File: src/rtl/rat_io_pkg.sv
// Shared port-ID map and configuration helpers for the RAT MCU I/O hub.
package rat_io_pkg;

    localparam logic [7:0] SWITCHES_ID     = 8'h20;
    localparam logic [7:0] KEYPAD_ID       = 8'h21;
    localparam logic [7:0] LEDS_ID         = 8'h40;
    localparam logic [7:0] SEVSEG_ID       = 8'h42;
    localparam logic [7:0] SPEAKER_ID      = 8'h44;
    localparam logic [7:0] IRQ_STAT_ID_DEF = 8'hF0;
    localparam logic [7:0] IRQ_MASK_ID_DEF = 8'hF1;
    localparam int         N_IRQ_MAX       = 8;

    // Half-open ID ranges [lo, lo+n) overlap test used by the elaboration check.
    function automatic bit ranges_overlap(input int a_lo, input int a_n,
                                          input int b_lo, input int b_n);
        return (a_lo < (b_lo + b_n)) && (b_lo < (a_lo + a_n));
    endfunction

endpackage

File: src/rtl/rat_irq_ctrl.sv
// Interrupt controller: rising-edge capture, pending/mask registers,
// write-1-to-clear acknowledge and level or pulse INTERRUPT generation.
module rat_irq_ctrl
    import rat_io_pkg::*;
#(
    parameter int N_IRQ     = 4,
    parameter bit IRQ_PULSE = 1'b0
) (
    input  logic             CLK,
    input  logic             RESET,
    input  logic [N_IRQ-1:0] IRQ_SRC,
    input  logic             MASK_WE,
    input  logic             CLR_WE,
    input  logic [N_IRQ-1:0] WDATA,
    output logic [N_IRQ-1:0] PEND_MASKED,
    output logic [N_IRQ-1:0] MASK,
    output logic             INTERRUPT
);

    logic [N_IRQ-1:0] hist_r;
    logic [N_IRQ-1:0] pending_r;
    logic [N_IRQ-1:0] mask_r;
    logic             irq_r;
    logic [N_IRQ-1:0] rise_s;
    logic [N_IRQ-1:0] clr_s;
    logic [N_IRQ-1:0] pend_next_s;
    logic [N_IRQ-1:0] mask_next_s;
    logic [N_IRQ-1:0] active_next_s;
    logic             irq_next_s;

    // Next-state of pending/mask; INTERRUPT follows the state being written this edge.
    always_comb begin
        rise_s = IRQ_SRC & ~hist_r;
        if (CLR_WE) begin
            clr_s = WDATA;
        end else begin
            clr_s = {N_IRQ{1'b0}};
        end
        // OR-ing rise after the clear makes a same-edge set win.
        pend_next_s = (pending_r & ~clr_s) | rise_s;
        if (MASK_WE) begin
            mask_next_s = WDATA;
        end else begin
            mask_next_s = mask_r;
        end
        active_next_s = pend_next_s & mask_next_s;
        if (IRQ_PULSE) begin
            irq_next_s = |(active_next_s & ~(pending_r & mask_r));
        end else begin
            irq_next_s = |active_next_s;
        end
    end

    // Edge history, pending, mask and interrupt registers.
    always_ff @(posedge CLK) begin
        if (RESET) begin
            hist_r    <= IRQ_SRC;
            pending_r <= {N_IRQ{1'b0}};
            mask_r    <= {N_IRQ{1'b0}};
            irq_r     <= 1'b0;
        end else begin
            hist_r    <= IRQ_SRC;
            pending_r <= pend_next_s;
            mask_r    <= mask_next_s;
            irq_r     <= irq_next_s;
        end
    end

    assign PEND_MASKED = pending_r & mask_r;
    assign MASK        = mask_r;
    assign INTERRUPT   = irq_r;

endmodule

File: src/rtl/rat_io_hub.sv
// Port-I/O hub for the RAT MCU: PORT_ID decode to input bytes, 16-bit output
// registers (optionally committed atomically) and the interrupt controller.
module rat_io_hub
    import rat_io_pkg::*;
#(
    parameter int         N_IN        = 2,
    parameter int         N_OUT       = 3,
    parameter int         N_IRQ       = 4,
    parameter logic [7:0] IN_BASE     = SWITCHES_ID,
    parameter logic [7:0] OUT_BASE    = LEDS_ID,
    parameter logic [7:0] IRQ_STAT_ID = IRQ_STAT_ID_DEF,
    parameter logic [7:0] IRQ_MASK_ID = IRQ_MASK_ID_DEF,
    parameter bit         ATOMIC_16   = 1'b1,
    parameter bit         IRQ_PULSE   = 1'b0
) (
    input  logic                CLK,
    input  logic                RESET,
    input  logic [7:0]          PORT_ID,
    input  logic [7:0]          OUT_PORT,
    input  logic                IO_STRB,
    output logic [7:0]          IN_PORT,
    input  logic [8*N_IN-1:0]   IN_DATA,
    output logic [16*N_OUT-1:0] OUT_REGS,
    input  logic [N_IRQ-1:0]    IRQ_SRC,
    output logic                INTERRUPT
);

    localparam int IN_LO   = int'(IN_BASE);
    localparam int OUT_LO  = int'(OUT_BASE);
    localparam int STAT_LO = int'(IRQ_STAT_ID);
    localparam int MASK_LO = int'(IRQ_MASK_ID);

    localparam bit CFG_BAD =
        (N_IRQ < 1) || (N_IRQ > N_IRQ_MAX) || (N_IN < 1) || (N_OUT < 1) ||
        ((IN_LO + N_IN) > 256) || ((OUT_LO + 2 * N_OUT) > 256) ||
        ranges_overlap(IN_LO, N_IN, OUT_LO, 2 * N_OUT) ||
        ranges_overlap(IN_LO, N_IN, STAT_LO, 1) ||
        ranges_overlap(IN_LO, N_IN, MASK_LO, 1) ||
        ranges_overlap(OUT_LO, 2 * N_OUT, STAT_LO, 1) ||
        ranges_overlap(OUT_LO, 2 * N_OUT, MASK_LO, 1) ||
        (STAT_LO == MASK_LO);

    if (CFG_BAD) begin : g_cfg_check
        $error("rat_io_hub: overlapping or out-of-range port IDs, or N_IRQ outside 1..8");
    end

    logic [N_OUT-1:0][15:0] out_regs_r;
    logic [N_OUT-1:0][7:0]  stage_r;
    logic [7:0]             rd_s;
    logic                   stat_we_s;
    logic                   mask_we_s;
    logic [N_IRQ-1:0]       pend_masked_s;
    logic [N_IRQ-1:0]       mask_s;

    assign stat_we_s = IO_STRB && (PORT_ID == IRQ_STAT_ID);
    assign mask_we_s = IO_STRB && (PORT_ID == IRQ_MASK_ID);

    // Zero-latency read mux; unmapped IDs return zero.
    always_comb begin
        rd_s = 8'h00;
        for (int k = 0; k < N_IN; k++) begin
            rd_s = (PORT_ID == 8'(IN_LO + k)) ? IN_DATA[8*k +: 8] : rd_s;
        end
        for (int i = 0; i < N_OUT; i++) begin
            rd_s = (PORT_ID == 8'(OUT_LO + 2 * i))     ? out_regs_r[i][7:0]  : rd_s;
            rd_s = (PORT_ID == 8'(OUT_LO + 2 * i + 1)) ? out_regs_r[i][15:8] : rd_s;
        end
        rd_s = (PORT_ID == IRQ_STAT_ID) ? 8'(pend_masked_s) : rd_s;
        rd_s = (PORT_ID == IRQ_MASK_ID) ? 8'(mask_s)        : rd_s;
    end

    assign IN_PORT = rd_s;

    // Output register and high-byte staging writes.
    always_ff @(posedge CLK) begin
        if (RESET) begin
            out_regs_r <= '0;
            stage_r    <= '0;
        end else if (IO_STRB) begin
            for (int i = 0; i < N_OUT; i++) begin
                if (PORT_ID == 8'(OUT_LO + 2 * i)) begin
                    if (ATOMIC_16) begin
                        out_regs_r[i] <= {stage_r[i], OUT_PORT};
                    end else begin
                        out_regs_r[i][7:0] <= OUT_PORT;
                    end
                end else if (PORT_ID == 8'(OUT_LO + 2 * i + 1)) begin
                    if (ATOMIC_16) begin
                        stage_r[i] <= OUT_PORT;
                    end else begin
                        out_regs_r[i][15:8] <= OUT_PORT;
                    end
                end
            end
        end
    end

    assign OUT_REGS = out_regs_r;

    rat_irq_ctrl #(
        .N_IRQ     (N_IRQ),
        .IRQ_PULSE (IRQ_PULSE)
    ) u_irq (
        .CLK         (CLK),
        .RESET       (RESET),
        .IRQ_SRC     (IRQ_SRC),
        .MASK_WE     (mask_we_s),
        .CLR_WE      (stat_we_s),
        .WDATA       (OUT_PORT[N_IRQ-1:0]),
        .PEND_MASKED (pend_masked_s),
        .MASK        (mask_s),
        .INTERRUPT   (INTERRUPT)
    );

endmodule
File: config.mk
export PLATFORM = sky130hd
export DESIGN_NAME = rat_io_hub
export DESIGN_NICKNAME = d
export VERILOG_FILES = /design/src/rtl/rat_io_pkg.sv /design/src/rtl/rat_irq_ctrl.sv /design/src/rtl/rat_io_hub.sv
export SDC_FILE = /design/constraint.sdc
export NUM_CORES = 1
export LEC_CHECK = 0
export BUFFER_PORTS_ARGS = -buffer_cell sky130_fd_sc_hd__buf_2
export CORE_MARGIN = 8
export CORE_UTILIZATION = 31
export CTS_CLUSTER_DIAMETER = 50
export DETAILED_ROUTE_END_ITERATION = 10
export PLACE_DENSITY = 0.62
export SLEW_MARGIN = 20
export SYNTH_ARGS = -nofsm -noshare
export SYNTH_HDL_FRONTEND = slang
export SYNTH_SLANG_ARGS = --single-unit
File: constraint.sdc
create_clock -name CLK -period 3.7 [get_ports CLK]
set_clock_uncertainty 0.05 [all_clocks]
set_input_delay 0.37 -clock CLK [delete_from_list [all_inputs] [get_ports CLK]]
set_output_delay 0.37 -clock CLK [all_outputs]
set_load 0.005 [all_outputs]
==> results.sh <==
export IMPL_status="finished, final reports clean"
export IMPL_die_h_um=128
export IMPL_worst_pin_slew_ns=0.895
export IMPL_cp_start_kind="input port"
export IMPL_synth_ff_type="dfxtp_1"
export IMPL_drive_gt1_share_pct=27.3
export IMPL_timing_rr_end="u_irq.INTERRUPT"
export IMPL_post_route_drc_count=0
export IMPL_final_min_clock_period_ns=2.71
export IMPL_finalCritPeriodShare_pct=73.4
export IMPL_io_pins=96
export IMPL_critPathTopFamily="simple AND/OR/NAND/NOR gates"
export IMPL_maxSlewViolCount=0
export IMPL_seq_area_um2=1700
export IMPL_p_leak_nw=2.06
export IMPL_dieArea_um2=16500
export IMPL_fillers=1260
export IMPL_crit_required_ns=3.28
export IMPL_insertion_delay_ns=0.35
export IMPL_yosysUniqueCellTypes=50
export IMPL_area_growth_pct=22.3
export IMPL_firstDrtPassIters=5
export IMPL_root_buffer="clkbuf_16"
export IMPL_ant_nets=0
export IMPL_via_count=3708
export IMPL_synth_area_um2=3920
export IMPL_grtUsageTotal_pct=15.9
export IMPL_finalSetupViolations=0
export IMPL_cap_violations=0
export IMPL_rr_worst_depth=4
export IMPL_worst_path_buf_inv=2
export IMPL_final_cell_mix="nand2_1 (98), buf_2 (95), dfxtp_1 (85)"
export IMPL_worstPathArrival_ns=2.29
export IMPL_cts_tree="done"
export IMPL_async_flop_share_pct=0
export IMPL_syn_area_per_cell_um2=8.42
export IMPL_overflow=0
export IMPL_post_drt_wl_per_cell_um=18.1
export IMPL_powerDensity_nw_per_um2=411
export IMPL_post_cts_setup_buffers=0
export IMPL_cts_sinks=85
export IMPL_gp_congestion=0.909
export IMPL_final_setup_tns_ns=0
export IMPL_slowest_delay_ns=0.53
export IMPL_final_common_cell="nand2_1"
export IMPL_htreeDepth=3
export IMPL_rows=41
export IMPL_finalHoldViolCount=0
export IMPL_syn_nets=504
export IMPL_stdcell_count=717
export IMPL_rrSetupSlack_ns=2.71
export IMPL_synth_cells=465
export IMPL_grt_pass1_wl_um=20200
export IMPL_min_to="u_irq.hist_r[3]"
export IMPL_die_x_um=128
export IMPL_grt_start_max_net_pins=49
export IMPL_cts_made_buffers=9
export IMPL_whs_path_depth=1
export IMPL_grt_pass1_vias=3771
export IMPL_hpwlAfterDp_um=9840
export IMPL_rr_startpoint="u_irq.hist_r[0]"
export IMPL_crit_chain="buf_2 > nor2b_1 > and4b_1 > nor2b_1 > o32ai_1 > buf_2"
export IMPL_cts_buffer_depth=2
export IMPL_wl_um=13000
export IMPL_multi_input_area_um2=2030
export IMPL_drt_iter0_drc=253
export IMPL_core_area_um2=12500
export IMPL_portBuffers=95
export IMPL_min_from="IRQ_SRC[3]"
export IMPL_post_cts_resized_instances=0
export IMPL_synth_edff_count=0
export IMPL_ctsHoldBuffers=0
export IMPL_fmax_mhz=368
export IMPL_yosysWarnings=0
export IMPL_dp_cells=703
export IMPL_yosysSeqAreaShare_pct=43.5
export IMPL_crit_fanout=23
export IMPL_criticalPathCategory="input port to output pin"
export IMPL_slew_headroom_pct=39.8
export IMPL_worstSetupEndpointType="output pin"
export IMPL_via_per_inst=5.17
export IMPL_synth_seq_cells=85
export IMPL_diodes=0
export IMPL_start_util_pct=31.4
export IMPL_path_clk_slew_ns=0.06
export IMPL_antenna_found_initial=0
export IMPL_min_path_type="input port to flip-flop"
export IMPL_rsz0062_at_grt="false"
export IMPL_finalNetCount=581
export IMPL_ir_drop_v=0.000200
export IMPL_cp_slowest_cell="and4b_1"
[sequential cells by signal, summed over array words and instances, names as in the netlist]
signal / count
u_irq.hist_r: 4
u_irq.MASK: 4
u_irq.pending_r: 4
u_irq.INTERRUPT: 1
stage_r: 24
OUT_REGS: 48
[routing by layer]
metal,global-route usage (%),share of wire (%)
met5,0,0
met4,5.38,1.7
met3,5.05,8.1
met2,25.6,47
met1,19.7,44
[synth_stat cells, types with 3 or more instances]
master / count / area share [%]
a21oi_1: 50 / 6.4
a21oi_2: 10 / 2.2
a22o_1: 5 / 1.1
a22oi_1: 6 / 1.2
and3_1: 3 / 0.48
buf_2: 12 / 1.5
clkbuf_1: 18 / 1.7
dfxtp_1: 85 / 43
mux2_2: 4 / 1.2
mux2i_1: 34 / 8.7
nand2_1: 98 / 9.4
nand2_2: 10 / 1.6
nand2b_1: 3 / 0.48
nand3_1: 11 / 1.4
nand4_1: 5 / 0.80
nor2_1: 38 / 3.6
nor2b_1: 10 / 1.6
o211ai_1: 6 / 1.2
o21ai_0: 8 / 1.0
[final cells by class]
| class | count | share of cell area (%) |
|---|---|---|
| Clock inverter | 5 | 1.62 |
| Timing Repair Buffer | 102 | 11.0 |
| Sequential cell | 85 | 35.5 |
| Multi-Input combinational cell | 342 | 42.5 |
| Inverter | 2 | 0.157 |
| Clock buffer | 9 | 4.70 |
| Tap cell | 172 | 4.49 |
[how the worst max path moves through the flow]
stage / slack [ns] / start / cells past startpoint / to
after global placement: 1.01 / PORT_ID[4] / 7 / IN_PORT[1]
after detailed placement: 1.03 / PORT_ID[4] / 7 / IN_PORT[0]
after global routing: 0.79 / PORT_ID[4] / 7 / IN_PORT[1]
after floorplan: 1.50 / PORT_ID[3] / 6 / IN_PORT[0]
final: 0.99 / PORT_ID[0] / 6 / IN_PORT[1]
after CTS: 1.02 / PORT_ID[4] / 7 / IN_PORT[0]
[per-stage QoR]
| step | worst slack [ns] | util (%) | hold slack [ns] | cell area [um^2] | total power [mW] |
|---|---|---|---|---|---|
| 5_1_grt | 0.787 | 38.4 | 0.0802 | 4790 | 2.03 |
| 2_1_floorplan | 1.50 | - | 0.348 | 3920 | 1.00 |
| 3_5_place_dp | 1.03 | 36.0 | 0.397 | 4490 | 1.05 |
| 6_report | 0.985 | 38.4 | 0.0840 | 4790 | 1.97 |
| 3_3_place_gp | 1.01 | 36.0 | 0.389 | 4490 | 1.05 |
| 4_1_cts | 1.02 | 38.4 | 0.0809 | 4790 | 1.98 |
[kinds of logic after synthesis]
family	synth area share, %
and+or+nand+nor	23.9
AOI/OAI and AO/OA	17.9
DFF	43.5
muxes	9.84
buffers and inverters	4.92
[where the power goes]
| group | internal [mW] | total [mW] | leakage [nW] | switching [mW] |
|---|---|---|---|---|
| registers | 0.921 | 0.924 | 0.687 | 0.00317 |
| clock network | 0.580 | 0.934 | 0.147 | 0.353 |
| logic | 0.0348 | 0.109 | 1.22 | 0.0738 |
No activity file was read; power rests on OpenSTA's default activity.
